===== src/rtl/mem_arbiter.sv =====
// Memory sequencer shared by the I-cache and D-cache miss paths: pipelined block fills and
// single-word write-through stores, with alternating priority when both caches ask at once.
module mem_arbiter #(
    parameter int MEM_LAT       = 4,
    parameter int WORDS_PER_BLK = 8,
    parameter int WIDX_W        = 3
) (
    input  logic              clk,
    input  logic              rst,
    input  logic              ic_req,
    input  logic [15:0]       ic_addr,
    input  logic              dc_req,
    input  logic              dc_wr,
    input  logic [15:0]       dc_addr,
    input  logic [15:0]       dc_wdata,
    output logic              mem_en,
    output logic              mem_wr,
    output logic [15:0]       mem_addr,
    output logic [15:0]       mem_wdata,
    input  logic [15:0]       mem_rdata,
    input  logic              mem_rvalid,
    output logic [15:0]       fill_data,
    output logic [WIDX_W-1:0] fill_widx,
    output logic              ic_fill_we,
    output logic              dc_fill_we,
    output logic              ic_done,
    output logic              dc_done,
    output logic              busy
);

    localparam logic [2:0] S_IDLE     = 3'd0;
    localparam logic [2:0] S_IC_FILL  = 3'd1;
    localparam logic [2:0] S_DC_FILL  = 3'd2;
    localparam logic [2:0] S_DC_WRITE = 3'd3;
    localparam logic [2:0] S_DONE     = 3'd4;

    localparam logic [WIDX_W:0] BLK_WORDS = (WIDX_W + 1)'(WORDS_PER_BLK);
    localparam logic [WIDX_W:0] LAST_IDX  = (WIDX_W + 1)'(WORDS_PER_BLK - 1);
    localparam logic [WIDX_W:0] CNT_ONE   = (WIDX_W + 1)'(1);
    localparam logic [15:0]     OFS_MASK  = 16'((1 << (WIDX_W + 1)) - 1);

    generate
        if (MEM_LAT < 1 || WORDS_PER_BLK < 2 || (1 << WIDX_W) != WORDS_PER_BLK) begin : g_param_err
            $error("mem_arbiter: illegal parameter combination");
        end
    endgenerate

    logic [2:0]        state_q, state_d;
    logic [WIDX_W:0]   iss_q, iss_d;
    logic [WIDX_W:0]   rcv_q, rcv_d;
    logic              last_dc_q, last_dc_d;
    logic              owner_dc_q, owner_dc_d;
    logic [15:0]       base_q, base_d;
    logic [15:0]       wdata_q, wdata_d;

    logic              mem_en_q, mem_en_d;
    logic              mem_wr_q, mem_wr_d;
    logic [15:0]       mem_addr_q, mem_addr_d;
    logic [15:0]       mem_wdata_q, mem_wdata_d;
    logic              ic_done_q, ic_done_d;
    logic              dc_done_q, dc_done_d;
    logic              busy_q, busy_d;

    logic              in_fill_s;
    logic              fill_next_s;
    logic              rvalid_ok_s;

    // A return is only accepted in a fill state and only while an issued read is still outstanding.
    assign in_fill_s   = (state_q == S_IC_FILL) || (state_q == S_DC_FILL);
    assign rvalid_ok_s = in_fill_s && mem_rvalid && (rcv_q < iss_q);

    // Next-state, counters, arbitration and captured transaction context.
    always_comb begin
        state_d    = state_q;
        iss_d      = iss_q;
        rcv_d      = rcv_q;
        last_dc_d  = last_dc_q;
        owner_dc_d = owner_dc_q;
        base_d     = base_q;
        wdata_d    = wdata_q;
        case (state_q)
            S_IDLE: begin
                if (dc_req && (!ic_req || !last_dc_q)) begin
                    owner_dc_d = 1'b1;
                    last_dc_d  = 1'b1;
                    iss_d      = '0;
                    rcv_d      = '0;
                    if (dc_wr) begin
                        base_d  = {dc_addr[15:1], 1'b0};
                        wdata_d = dc_wdata;
                        state_d = S_DC_WRITE;
                    end else begin
                        base_d  = dc_addr & ~OFS_MASK;
                        state_d = S_DC_FILL;
                    end
                end else if (ic_req) begin
                    owner_dc_d = 1'b0;
                    last_dc_d  = 1'b0;
                    iss_d      = '0;
                    rcv_d      = '0;
                    base_d     = ic_addr & ~OFS_MASK;
                    state_d    = S_IC_FILL;
                end else begin
                    state_d = S_IDLE;
                end
            end
            S_IC_FILL, S_DC_FILL: begin
                if (iss_q < BLK_WORDS) begin
                    iss_d = iss_q + CNT_ONE;
                end else begin
                    iss_d = iss_q;
                end
                if (rvalid_ok_s) begin
                    rcv_d = rcv_q + CNT_ONE;
                    if (rcv_q == LAST_IDX) begin
                        state_d = S_DONE;
                    end else begin
                        state_d = state_q;
                    end
                end else begin
                    rcv_d = rcv_q;
                end
            end
            S_DC_WRITE: state_d = S_DONE;
            S_DONE:     state_d = S_IDLE;
            default:    state_d = S_IDLE;
        endcase
    end

    // Memory command and status outputs are registered from the next-state view.
    always_comb begin
        fill_next_s = (state_d == S_IC_FILL) || (state_d == S_DC_FILL);
        mem_en_d    = (fill_next_s && (iss_d < BLK_WORDS)) || (state_d == S_DC_WRITE);
        mem_wr_d    = (state_d == S_DC_WRITE);
        if (state_d == S_DC_WRITE) begin
            mem_addr_d  = base_d;
            mem_wdata_d = wdata_d;
        end else if (mem_en_d) begin
            mem_addr_d  = {base_d[15:WIDX_W+1], iss_d[WIDX_W-1:0], 1'b0};
            mem_wdata_d = 16'h0000;
        end else begin
            mem_addr_d  = 16'h0000;
            mem_wdata_d = 16'h0000;
        end
        ic_done_d = (state_d == S_DONE) && !owner_dc_d;
        dc_done_d = (state_d == S_DONE) && owner_dc_d;
        busy_d    = (state_d != S_IDLE);
    end

    // Control state; reset abandons any transaction in flight.
    always_ff @(posedge clk or negedge rst) begin
        if (!rst) begin
            state_q    <= S_IDLE;
            iss_q      <= '0;
            rcv_q      <= '0;
            last_dc_q  <= 1'b0;
            owner_dc_q <= 1'b0;
            base_q     <= 16'h0000;
            wdata_q    <= 16'h0000;
        end else begin
            state_q    <= state_d;
            iss_q      <= iss_d;
            rcv_q      <= rcv_d;
            last_dc_q  <= last_dc_d;
            owner_dc_q <= owner_dc_d;
            base_q     <= base_d;
            wdata_q    <= wdata_d;
        end
    end

    // Output registers.
    always_ff @(posedge clk or negedge rst) begin
        if (!rst) begin
            mem_en_q    <= 1'b0;
            mem_wr_q    <= 1'b0;
            mem_addr_q  <= 16'h0000;
            mem_wdata_q <= 16'h0000;
            ic_done_q   <= 1'b0;
            dc_done_q   <= 1'b0;
            busy_q      <= 1'b0;
        end else begin
            mem_en_q    <= mem_en_d;
            mem_wr_q    <= mem_wr_d;
            mem_addr_q  <= mem_addr_d;
            mem_wdata_q <= mem_wdata_d;
            ic_done_q   <= ic_done_d;
            dc_done_q   <= dc_done_d;
            busy_q      <= busy_d;
        end
    end

    assign mem_en     = mem_en_q;
    assign mem_wr     = mem_wr_q;
    assign mem_addr   = mem_addr_q;
    assign mem_wdata  = mem_wdata_q;
    assign ic_done    = ic_done_q;
    assign dc_done    = dc_done_q;
    assign busy       = busy_q;
    assign fill_data  = mem_rdata;
    assign fill_widx  = rcv_q[WIDX_W-1:0];
    assign ic_fill_we = rvalid_ok_s && !owner_dc_q;
    assign dc_fill_we = rvalid_ok_s && owner_dc_q;

endmodule


===== config.mk =====
export PLATFORM = sky130hd
export DESIGN_NAME = mem_arbiter
export DESIGN_NICKNAME = d
export VERILOG_FILES = /design/src/rtl/mem_arbiter.sv
export SDC_FILE = /design/constraint.sdc
export NUM_CORES = 1
export LEC_CHECK = 0
export ABC_AREA = 0
export ABC_CLOCK_PERIOD_IN_PS = 2360
export CAP_MARGIN = 10
export CELL_PAD_IN_SITES_DETAIL_PLACEMENT = 1
export CELL_PAD_IN_SITES_GLOBAL_PLACEMENT = 1
export CORE_MARGIN = 1.5
export CORE_UTILIZATION = 30
export DETAILED_ROUTE_END_ITERATION = 12
export PLACE_DENSITY_LB_ADDON = 0.25
export SLEW_MARGIN = 20
export SYNTH_ARGS = -nofsm -noshare
export SYNTH_HDL_FRONTEND = slang
export SYNTH_SLANG_ARGS = --single-unit

===== constraint.sdc =====
create_clock -name clk -period 2.36 [get_ports clk]
set_input_delay 0.236 -clock clk [delete_from_list [all_inputs] [get_ports clk]]
set_output_delay 0.236 -clock clk [all_outputs]
set_load 0.05 [all_outputs]

# --- Word level (Yosys, flattened, before mapping) ---
# Index checks and enable logic that the tools add are counted.
word_totals:
  reg_bits: 82
  inputBits: 70
  out_inout_bits: 58
  elab_cells: 81
op_classes:
  addsub: 2
  n_lt_le_gt_ge: 3
  eq_ne: 10
  n_mux: 29
  reduce_logical: 23
ops:
  columns: ["operator", "count"]
  rows:
  - ["$mux W16", 9]
  - ["$mux W4", 7]
  - ["$pmux W4 S2", 2]
  - ["$eq A3 B2 Y1 const B", 4]
  - ["$mux W3", 3]
  - ["$pmux W3 S3", 1]
  - ["$add A4 B1 Y4 const B", 2]
  - ["$logic_and A1 B1 Y1", 8]
  - ["$lt A4 B4 Y1 const B", 2]
  - ["$mux W1", 7]
  - ["$eq A3 B1 Y1 const B", 2]
  - ["$eq A4 B3 Y1 const B", 1]
  - ["$logic_not A1 Y1", 4]
  - ["$logic_or A1 B1 Y1", 4]
  - ["$lt A4 B4 Y1", 1]
  - ["$reduce_bool A2 Y1", 2]
  - ["$eq A3 B3 Y1 const B", 1]
  - ["$logic_not A3 Y1", 1]
  - ["$ne A3 B3 Y1 const B", 1]
  - ["$reduce_and A3 Y1", 1]
  - ["$reduce_bool A3 Y1", 1]
  - ["$ne A2 B2 Y1 const B", 1]
  - ["$reduce_and A2 Y1", 1]
  - ["$reduce_or A2 Y1", 1]

# --- Logic depth before layout (Yosys ltp) ---
depth:
  depth_word: 12
  ltp_mapped: 7
  ltp_nobuf: 6

# --- Worst setup path after synthesis ---
# OpenSTA, ideal clock, no wires.
synth_timing:
  kind: "flip-flop to output port"
  startpoint: "reg rcv_q[1]"
  endpoint: "out ic_fill_we"
  arrival_time_ns: 2.209
  t_required_ns: 2.124
  setup_slack_ns: -0.085
  path_stages_with_launch: 5
  n_path_buf: 0
  path_cell_list: "dfrtp_1 ha_1 o211ai_1 o211ai_2 nor3_1"
synth_between:
  elab_chain_len: 3
synth_lines:
  columns: ["item", "line_no", "rtl"]
  rows:
  - ["from (decl)", "50", "logic [WIDX_W:0] rcv_q, rcv_d;"]
  - ["from (signal assigned)", "163", "rcv_q <= rcv_d;"]
  - ["$lt A4 B4 Y1", "70", "assign rvalid_ok_s = in_fill_s && mem_rvalid && (rcv_q < iss_q);"]
  - ["$logic_and A1 B1 Y1", "70", null]
  - ["$logic_and A1 B1 Y1", "201", "assign ic_fill_we = rvalid_ok_s && !owner_dc_q;"]
  - ["to (decl)", "24", "output logic ic_fill_we,"]
# No other way between the ends.

# --- Final worst setup path ---
layout_timing:
  startpoint: "reg iss_q[2]"
  endpoint: "out dc_fill_we"
layout_between:
  elab_chain_len: 3
layout_lines:
  columns: ["item", "line_no", "rtl"]
  rows:
  - ["from (decl)", "49", "logic [WIDX_W:0] iss_q, iss_d;"]
  - ["from (signal assigned)", "162", "iss_q <= iss_d;"]
  - ["$lt A4 B4 Y1", "70", null]
  - ["$logic_and A1 B1 Y1", "70", null]
  - ["$logic_and A1 B1 Y1", "202", "assign dc_fill_we = rvalid_ok_s && owner_dc_q;"]
  - ["to (decl)", "25", "output logic dc_fill_we,"]
# No other way between the ends.

==> impl_metrics.json <==
{
  "status": "finished, violations left",
  "violations": "design-rule violations",
  "critical_path.cell_chain": "inv_1 > ha_1 > o211ai_1 > o211ai_4 > nor2_4 > and2_1 > buf_12",
  "synth_area_leaders": "dfrtp_1 57%, buf_4 5.8%, a222oi_1 4.4%",
  "die-area_um2": 9720,
  "cpPeakStageDelay_ns": 0.39,
  "critPathTopFamily": "compound AO/OA/AOI/OAI gates",
  "n_fill_cell": 933,
  "drive_gt1_share_pct": 15.9,
  "hp-class": "in -> async",
  "ys_ff_latch": 62,
  "drt_iter0_markers": 114,
  "final_core_util_pct": 44.3,
  "syn_to_final_growth_pct": 42.2,
  "timing.fmax_mhz": 446,
  "mostFrequentLayoutCells": "87 x clkdlybuf4s50_1, 62 x dfrtp_1, 19 x inv_1",
  "finalHoldViolCount": 0,
  "antenna_cells": 0,
  "yosys_warnings": 0,
  "critical_path.max_fanout": 8,
  "routedWlPerCell_um": 17.1,
  "num_rows": 34,
  "synth_cell_types": 51,
  "nNetsFinal": 379,
  "cts_tree": "built",
  "synth_edf_count": 0,
  "clock_path_buffers": 2,
  "critical_path_class": "reg -> out",
  "fin_crit_sh_pct": 95.0,
  "synthXorXnorAreaFrac_pct": 1.00,
  "syn_avg_cell_area_um2": 12.1,
  "synthSimpleGateAreaFrac_pct": 16.0,
  "setup.worst_path.start_class": "flip-flop",
  "postRouteAntennaNets": 0,
  "core_um2": 8810,
  "clk_pin_slew_worst_paths_ns": 0.08,
  "synth_nets": 302,
  "vias": 2018,
  "timing.final.crit_period_ns": 2.24,
  "crit_slowest_cell": "dfrtp_1",
  "tns_ns": 0,
  "maxSlewHeadroom_pct": 59.5,
  "multi_input_area_um2": 898,
  "cp_data_arrival_time_ns": 2.01,
  "synthAdderAreaFrac_pct": 2.28,
  "die_w_um": 98.6,
  "fp.dieH_um": 98.6,
  "grt_pass1_wl_um": 11500,
  "synth_ff_type": "dfrtp_1",
  "cp_num_buf_inv": 2,
  "synth_cells": 227,
  "rsz0062_at_grt": "no",
  "first_pass_iters": 9,
  "grtUsageTotal_pct": 15.4,
  "fin_total_pwr_uw": 5100,
  "tightest_slew_ns": 0.606,
  "cts-root-buf": "clkbuf_8",
  "drv_cap": 0,
  "layout_commonest_cell": "clkdlybuf4s50_1",
  "htreeDepth": 3,
  "end_kind": "output port",
  "grt_pass1_vias": 2174,
  "clk-insertion-delay-late_ns": 0.34,
  "placed_area_um2": 3640,
  "fin_skew_ns": 0.0128,
  "ios": 128,
  "numClockSinks": 62,
  "routed_via_density": 4.84,
  "p_leak_uw": 0.00181,
  "yosysSeqAreaShare_pct": 56.6,
  "synth_top_family_by_area": "simple AND/OR/NAND/NOR gates",
  "wl_um": 7120,
  "synth_top_area_share_pct": 56.6,
  "start_util_pct": 31.1,
  "async_reset_ff_share_pct": 100,
  "synth_compound_area_share_pct": 12.0,
  "seq_area_um2": 1550,
  "grt_max_degree": 40,
  "worst_ir_drop_vdd_uv": 397,
  "overflow": 0,
  "antenna_found_initial": 0,
  "critPathRequiredTime_ns": 2.12,
  "setup_viol": 0,
  "synthesis.area_um2": 2740,
  "routabilityCongestion": 0.766,
  "numCtsBuffers": 9,
  "port_buffers": 90,
  "design_area_um2": 3900,
  "netlist.top_cell.by_area": "dfrtp_1",
  "drv_slew": 0,
  "dp_hpwl_um": 5100,
  "power_density_nw_per_um2": 1310,
  "synthMuxAreaShare_pct": 0.411,
  "whs_ns": 0.425,
  "drc": 11
}
timing repair:
item / CTS / global route
endpoints found under the hold margin: 23 / 0
setup buffers: 0 / 0
resized for setup: 2 / 2
pin swaps: 0 / 2
hold buffers: 1 / 0
endpoints found under the setup margin: 1 / 1
flip-flops by register name, indices dropped and copies added, names as in the netlist, 3 cells and up:
signal,flops
base_q,12
rcv_q,4
mem_wdata,16
mem_addr,16
iss_q,4
state_q,3
cells by family (layout without fill, tap and decap cells):
group / count (synthesis) / after routing
simple gates: 67 / 67
flops: 62 / 62
buf+inv: 53 / 135
compound gates: 37 / 37
fa+ha+maj: 5 / 5
other cells: 1 / 1
xor+xnor: 1 / 1
mux: 1 / 1
power by group:
part | switching (uW) | internal, uW | leakage, uW
logic | 1520 | 965 | 0.000897
clock network | 438 | 597 | 0.000109
registers | 186 | 1400 | 0.000807
per-stage QoR:
step           cells  setup WS (ns)
2_1_floorplan    227          0.342
3_3_place_gp     400          0.204
3_5_place_dp     400          0.123
4_1_cts          417        0.00865
5_1_grt          417        0.00341
6_report         417          0.117
worst paths after layout:
kind | startpoint | to | slack [ns] | cells after the start
worst max-delay path | iss_q[2]$_DFF_PN0_ | dc_fill_we | 0.12 | 7
worst min-delay path | rst | mem_wdata[2]$_DFF_PN0_ | 0.43 | 2
worst max register to register | rcv_q[1]$_DFFE_PN0P_ | state_q[0]$_DFF_PN0_ | 0.26 | 5
worst min register to register | base_q[15]$_DFF_PN0_ | base_q[15]$_DFF_PN0_ | 0.49 | 2
max in group asynchronous | rst | mem_addr[4]$_DFF_PN0_ | 1.31 | 3
min in group clk | dc_addr[3] | mem_addr[3]$_DFF_PN0_ | 0.46 | 3
layout make-up:
cell class | instances | area share [%]
repair buffers | 100 | 26.1
inverters | 19 | 1.83
clock inverters | 7 | 2.54
flip-flops and latches | 62 | 39.8
multi-input cells | 112 | 23.0
clock buffers | 9 | 3.18
well taps | 108 | 3.47
synth_stat cells (all sizes together) (2+ instances only):
cell type  instances
dfrtp             62
buf               30
inv               19
and3              18
nor3              17
a222oi            12
nand2              8
ha                 5
clkbuf             4
nand3              4
nor2               4
a21o               3
a21oi              3
nand3b             3
o21ai              3
a311oi             2
nor3b              2
o211ai             2
o21a               2
or3                2
metal layers:
layer	routed length, um	vias up	global-route usage [%]
met4	144	0	5.71
met3	464	10	4.11
li1	-	945	-
met5	0	-	0
met1	3070	995	19.5
met2	3440	68	25.3
Note: power is estimated with default switching activity, not from simulation.
